<file path="config.mk">
export PLATFORM = sky130hd
export DESIGN_NAME = mem_wb_stage
export DESIGN_NICKNAME = d
export VERILOG_FILES = /design/src/rtl/mem_wb_stage_pkg.sv /design/src/rtl/mem_wb_stage_data_mem.sv /design/src/rtl/mem_wb_stage.sv
export SDC_FILE = /design/constraint.sdc
export NUM_CORES = 2
export LEC_CHECK = 0
export CAP_MARGIN = 20
export CORE_MARGIN = 4
export CORE_UTILIZATION = 30
export CTS_CLUSTER_DIAMETER = 50
export DETAILED_ROUTE_END_ITERATION = 8
export DONT_BUFFER_PORTS = 1
export GPL_TIMING_DRIVEN = 0
export HOLD_SLACK_MARGIN = 0.03
export PLACE_DENSITY = 0.51
export SLEW_MARGIN = 5
export SYNTH_ARGS = -nofsm -noshare
export SYNTH_HDL_FRONTEND = slang
export SYNTH_HIERARCHICAL = 1
export SYNTH_SLANG_ARGS = --single-unit
</file>
<file path="constraint.sdc">
create_clock -name clk -period 3.92 [get_ports clk]
set_input_delay 0.784 -clock clk [delete_from_list [all_inputs] [get_ports clk]]
set_output_delay 0.784 -clock clk [all_outputs]
set_load 0.1 [all_outputs]
</file>
<file path="src/rtl/mem_wb_stage_pkg.sv">
// Shared definitions for the MEM/WB pipeline stage.
//   DATA_W  : datapath and memory byte width
//   REG_W   : register-file address width
//   state_e : load sequencer states
package mem_wb_stage_pkg;

    localparam int DATA_W = 8;
    localparam int REG_W  = 5;

    typedef enum logic {
        IDLE = 1'b0,
        WAIT = 1'b1
    } state_e;

endpackage

</file>
<file path="src/rtl/mem_wb_stage_data_mem.sv">
// Byte-wide data memory for the MEM stage: combinational read, synchronous write.
// Contents are deliberately not reset.
//   clk     : rising-edge clock
//   we_i    : write enable (already qualified by the caller)
//   addr_i  : byte address, already reduced modulo DEPTH
//   wdata_i : write byte
//   rdata_o : read byte at addr_i (same-cycle)
module data_mem
    import mem_wb_stage_pkg::*;
#(
    parameter int DEPTH  = 256,
    parameter int ADDR_W = 8
) (
    input  logic              clk,
    input  logic              we_i,
    input  logic [ADDR_W-1:0] addr_i,
    input  logic [DATA_W-1:0] wdata_i,
    output logic [DATA_W-1:0] rdata_o
);

    logic [DATA_W-1:0] mem_q [DEPTH];

    // Synchronous byte write.
    always_ff @(posedge clk) begin
        if (we_i) begin
            mem_q[addr_i] <= wdata_i;
        end
    end

    assign rdata_o = mem_q[addr_i];

endmodule

</file>
<file path="src/rtl/mem_wb_stage.sv">
// MEM stage with multi-cycle loads plus the MEM/WB pipeline register.
//   clk, reset           : clock, synchronous active-high reset
//   result_out_alu       : ALU result / memory address from EX/MEM
//   writedata_out        : store data from EX/MEM
//   rd                   : destination register from EX/MEM
//   Memread..Regwrite    : control bits from EX/MEM
//   stall                : hold request to EX/MEM (combinational)
//   readdata_wb, alu_wb  : registered load data and ALU result
//   rd_wb, Memtoreg_wb,
//   Regwrite_wb          : registered control
//   wb_data              : write-back value, also the forwarding source
//   err                  : sticky flag for Memread and Memwrite together
module mem_wb_stage
    import mem_wb_stage_pkg::*;
#(
    parameter int DEPTH    = 256,
    parameter int LOAD_LAT = 2
) (
    input  logic              clk,
    input  logic              reset,
    input  logic [DATA_W-1:0] result_out_alu,
    input  logic [DATA_W-1:0] writedata_out,
    input  logic [REG_W-1:0]  rd,
    input  logic              Memread,
    input  logic              Memtoreg,
    input  logic              Memwrite,
    input  logic              Regwrite,
    output logic              stall,
    output logic [DATA_W-1:0] readdata_wb,
    output logic [DATA_W-1:0] alu_wb,
    output logic [REG_W-1:0]  rd_wb,
    output logic              Memtoreg_wb,
    output logic              Regwrite_wb,
    output logic [DATA_W-1:0] wb_data,
    output logic              err
);

    localparam int                CNT_W    = (LOAD_LAT > 1) ? $clog2(LOAD_LAT) : 1;
    localparam int                ADDR_W   = (DEPTH > 1) ? $clog2(DEPTH) : 1;
    localparam logic [CNT_W-1:0]  CNT_INIT = CNT_W'((LOAD_LAT > 1) ? LOAD_LAT - 2 : 0);
    localparam logic [31:0]       DEPTH_U  = 32'(DEPTH);

    state_e             state_q, state_d;
    logic [CNT_W-1:0]   cnt_q, cnt_d;
    logic               err_q, err_d;
    logic [DATA_W-1:0]  readdata_q, readdata_d;
    logic [DATA_W-1:0]  alu_q, alu_d;
    logic [REG_W-1:0]   rd_q, rd_d;
    logic               mtr_q, mtr_d;
    logic               rw_q, rw_d;

    logic               stall_s;
    logic               mem_we_s;
    logic [ADDR_W-1:0]  mem_addr_s;
    logic [DATA_W-1:0]  mem_rdata_s;

    // Address wraps modulo DEPTH; an illegal load+store is treated as a load,
    // so the write is dropped whenever Memread is set.
    assign mem_addr_s = ADDR_W'(32'(result_out_alu) % DEPTH_U);
    assign mem_we_s   = Memwrite & ~Memread & ~reset;

    data_mem #(
        .DEPTH  (DEPTH),
        .ADDR_W (ADDR_W)
    ) u_data_mem (
        .clk     (clk),
        .we_i    (mem_we_s),
        .addr_i  (mem_addr_s),
        .wdata_i (writedata_out),
        .rdata_o (mem_rdata_s)
    );

    // Load sequencer next state and stall. The IDLE cycle of a load counts
    // as the first stall cycle, so WAIT starts with LOAD_LAT-2 remaining.
    always_comb begin
        state_d = state_q;
        cnt_d   = cnt_q;
        stall_s = 1'b0;
        if (reset) begin
            state_d = IDLE;
            cnt_d   = '0;
            stall_s = 1'b0;
        end else begin
            case (state_q)
                IDLE: begin
                    if (Memread && (LOAD_LAT > 1)) begin
                        stall_s = 1'b1;
                        state_d = WAIT;
                        cnt_d   = CNT_INIT;
                    end else begin
                        state_d = IDLE;
                    end
                end
                WAIT: begin
                    if (cnt_q != '0) begin
                        stall_s = 1'b1;
                        cnt_d   = cnt_q - CNT_W'(1);
                    end else begin
                        state_d = IDLE;
                    end
                end
                default: begin
                    state_d = IDLE;
                    cnt_d   = '0;
                end
            endcase
        end
    end

    // MEM/WB next value: full capture when not stalling, bubble with held data otherwise.
    always_comb begin
        err_d = err_q | (Memread & Memwrite);
        if (stall_s) begin
            readdata_d = readdata_q;
            alu_d      = alu_q;
            rd_d       = '0;
            mtr_d      = 1'b0;
            rw_d       = 1'b0;
        end else begin
            readdata_d = mem_rdata_s;
            alu_d      = result_out_alu;
            rd_d       = rd;
            mtr_d      = Memtoreg;
            rw_d       = Regwrite;
        end
    end

    // State, counter, error flag and MEM/WB register.
    always_ff @(posedge clk) begin
        if (reset) begin
            state_q    <= IDLE;
            cnt_q      <= '0;
            err_q      <= 1'b0;
            readdata_q <= '0;
            alu_q      <= '0;
            rd_q       <= '0;
            mtr_q      <= 1'b0;
            rw_q       <= 1'b0;
        end else begin
            state_q    <= state_d;
            cnt_q      <= cnt_d;
            err_q      <= err_d;
            readdata_q <= readdata_d;
            alu_q      <= alu_d;
            rd_q       <= rd_d;
            mtr_q      <= mtr_d;
            rw_q       <= rw_d;
        end
    end

    assign stall       = stall_s;
    assign readdata_wb = readdata_q;
    assign alu_wb      = alu_q;
    assign rd_wb       = rd_q;
    assign Memtoreg_wb = mtr_q;
    assign Regwrite_wb = rw_q;
    assign err         = err_q;
    assign wb_data     = mtr_q ? readdata_q : alu_q;

endmodule
</file>
==> flow_metrics.py <==
metrics = {
    "global_routing": {
        "met1_usage": 0.2199,
        "grt_antenna_before_repair": 10,
        "grt.met2_usage": 0.2700,
        "grt_pass1_wl_um": 321300,
        "globalRouteOverflowTotal": 0,
        "grt_usage": 0.1681,
        "gr-usage-met3": 0.03888,
        "grt_pass1_vias": 39785,
        "grt_max_degree": 257,
        "busiest_layer": "met2",
    },
    "placement": {
        "post_dp_cell_area_um2": 84720,
        "dp_hpwl_um": 150300,
        "port-buffer-count": 0,
        "dp_slack_ps": -1978,
        "place.gp.congestion": 0.8812,
    },
    "timing": {
        "fin_crit_sh": 1.065,
        "finClkSkew_ps": 54.45,
        "setup_violations": 293,
        "relSlewSlack": 0.2328,
        "rsz0062_at_grt": "yes",
        "fin_crit_ps": 4174,
        "hold_viol_final": 0,
        "timing.fmax_mhz": 239.6,
        "drv_slew": 0,
        "setup_ws_ps": -254.0,
        "tightest_slew_ps": 1151,
    },
    "outcome": {
        "violations": "negative setup slack",
        "status": "complete, but fails checks",
    },
    "pwr": {
        "switching_share": 0.2158,
        "internal-power_mw": 37.53,
        "pwr-share-comb": 0.041,
        "ir_worst_vdd_mv": 0.4645,
        "clkPwrFrac": 0.446,
        "p_sw_mw": 10.33,
        "total_power_mw": 47.86,
        "power.density_nw_per_um2": 515.3,
        "p_seq_frac": 0.513,
        "leakagePower_nw": 27.69,
    },
    "clock_network": {
        "clkTransAtPathRegs_ps": 60,
        "cts_buffer_depth": 3,
        "clock-root-buffer": "clkbuf_16",
        "cts_tree": "built",
        "cts.sinks": 2073,
        "htreeDepth": 4,
        "cts_made_buffers": 220,
        "clock_latency_ps": 850,
    },
    "worst_setup_path": {
        "path_max_fanout": 10,
        "critical_path_required_ps": 4340,
        "start_kind": "input pin",
        "path_class": "in2reg",
        "cp-end-kind": "register",
        "cp.arrival_ps": 4600,
    },
    "cells_and_area": {
        "drive_gt1_frac": 0.2897,
        "final_util": 0.3531,
        "fin_nets": 3948,
        "seq_area_um2": 62000,
        "area_growth_syn_to_layout_pct": 16.78,
        "mostFrequentLayoutCells": "edfxtp_1, mux4_2, a22oi_1, clkbuf_16, clkbuf_1",
        "final_cell_area_um2": 92870,
        "multi_input_area_um2": 16880,
        "fillerInstances": 24501,
        "final_common_cell": "edfxtp_1",
    },
    "synth": {
        "yosysSeqAreaShare": 0.7796,
        "synthFlopType": "edfxtp_1",
        "synth-seq-cells": 2073,
        "synth_area_um2": 79520,
        "synthesis.nets": 3668,
        "ys_types": 30,
        "synth_warnings": 6,
        "synth_cells": 3641,
        "async_flop_share": 0,
        "syn_avg_cell_area_um2": 21.84,
        "synth-edff-count": 2048,
    },
    "detailed_routing": {
        "ant_nets": 0,
        "wire_per_inst_um": 30.66,
        "vias": 39605,
        "routed_via_density": 5.187,
        "drc": 0,
        "wl_um": 234100,
        "dr.pass1.iters": 5,
        "drtIter0Drc": 4469,
    },
    "die": {
        "dieArea_um2": 273400,
        "die_height_um": 522.9,
        "dieWidth_um": 522.9,
        "num_rows": 188,
        "num_io_pins": 60,
        "core_region_area_um2": 263000,
        "initial_core_util": 0.3024,
    },
    "run": {
        "drv_cap": 0,
    },
    "worst_hold_path": {
        "worstHoldPathType": "in2reg",
    },
}
==> flip-flops by register name, indices dropped and copies added (netlist names) <==
| signal | count |
|---|---|
| Regwrite_wb | 1 |
| state_q | 1 |
| err | 1 |
| Memtoreg_wb | 1 |
| rd_wb | 5 |
| alu_wb | 8 |
| u_data_mem/mem_q | 2048 |
| readdata_wb | 8 |
==> repair_timing <==
item,4_1_cts,5_1_grt
hold endpoints to repair,10,8
setup buffers,0,0
resized for setup,106,70
endpoints found under the setup margin,1334,650
hold buffers,10,2
==> power by group through the flow <==
stage	registers [mW]	clock network, mW	logic (mW)
floorplan	25.0	0	1.16
global placement	25.0	0	1.90
detailed placement	25.0	0	1.93
CTS	24.5	21.8	1.96
global route	24.5	22.7	2.04
finish	24.5	21.4	1.97
==> Yosys cell counts (all sizes together), types with 13 or more instances <==
| cell | instances | area (µm²) |
|---|---|---|
| nand2b | 22 | 137.6 |
| edfxtp | 2048 | 61500 |
| nand2 | 28 | 105.1 |
| a22oi | 256 | 1922 |
| mux4 | 512 | 11530 |
| buf | 93 | 611.8 |
| a21oi | 129 | 645.6 |
| nand3 | 13 | 65.06 |
| nand4bb | 16 | 180.2 |
| nor3 | 30 | 150.1 |
| clkbuf | 148 | 555.5 |
| nor2 | 233 | 874.6 |
| o21ai | 16 | 128.9 |
| dfxtp | 25 | 500.5 |
| o41ai | 32 | 280.3 |
==> path summary, 6_finish.rpt <==
check	start	to	slack, ps	cells past startpoint
max reg2reg	u_data_mem/mem_q[123][2]	readdata_wb[2]	670	7
min	rd[2]	rd_wb[2]	110	1
min reg2reg	readdata_wb[0]	readdata_wb[0]	680	2
max	result_out_alu[3]	u_data_mem/mem_q[100][6]	-250	10
==> final cells by class <==
type,instances,share of cell area
clock inverters,148,0.01932
well taps,3515,0.04736
diodes,19,0.0005119
clock buffers,254,0.06111
flip-flops and latches,2073,0.6676
plain buffers,240,0.01339
repair buffers,59,0.008892
inverters,1,0.00004042
multi-input cells,1326,0.1818
==> layer usage <==
| metal | wire length [µm] | share of wire |
|---|---|---|
| met1 | 93820 | 0.40 |
| met2 | 113100 | 0.48 |
| met3 | 17620 | 0.075 |
| met4 | 9543 | 0.041 |
| met5 | 0 | 0 |
==> cells by family (layout without fill, tap and decap cells) <==
kind of cell | count (synthesis) | after routing | share of synthesized area
AND/OR/NAND/NOR | 373 | 373 | 0.02207
flip-flops | 2073 | 2073 | 0.7796
AO/OA/AOI/OAI | 433 | 433 | 0.03743
other | 0 | 19 | 0
multiplexers | 520 | 520 | 0.1461
buffers and inverters | 242 | 702 | 0.01473
==> critical path: stages <==
cell	delay [ps]
clkbuf_1	210
nor2b_1	160
clkbuf_1	430
buf_8	230
buf_2	360
buf_1	520
nand3_2	500
clkbuf_2	410
buf_12	250
nor2_1	690
==> per-stage QoR <==
step | setup TNS [ps] | std cells | hold slack (ps)
4_1_cts | -259.7 | 7613 | 30.69
3_5_place_dp | -2100510 | 7202 | 655.5
3_3_place_gp | -3381360 | 7156 | 820.5
2_1_floorplan | 0 | 3641 | 590.2
5_1_grt | -10550 | 7630 | 30.47
6_report | -22940 | 7635 | 107.3
Note: power is estimated with default switching activity, not from simulation.
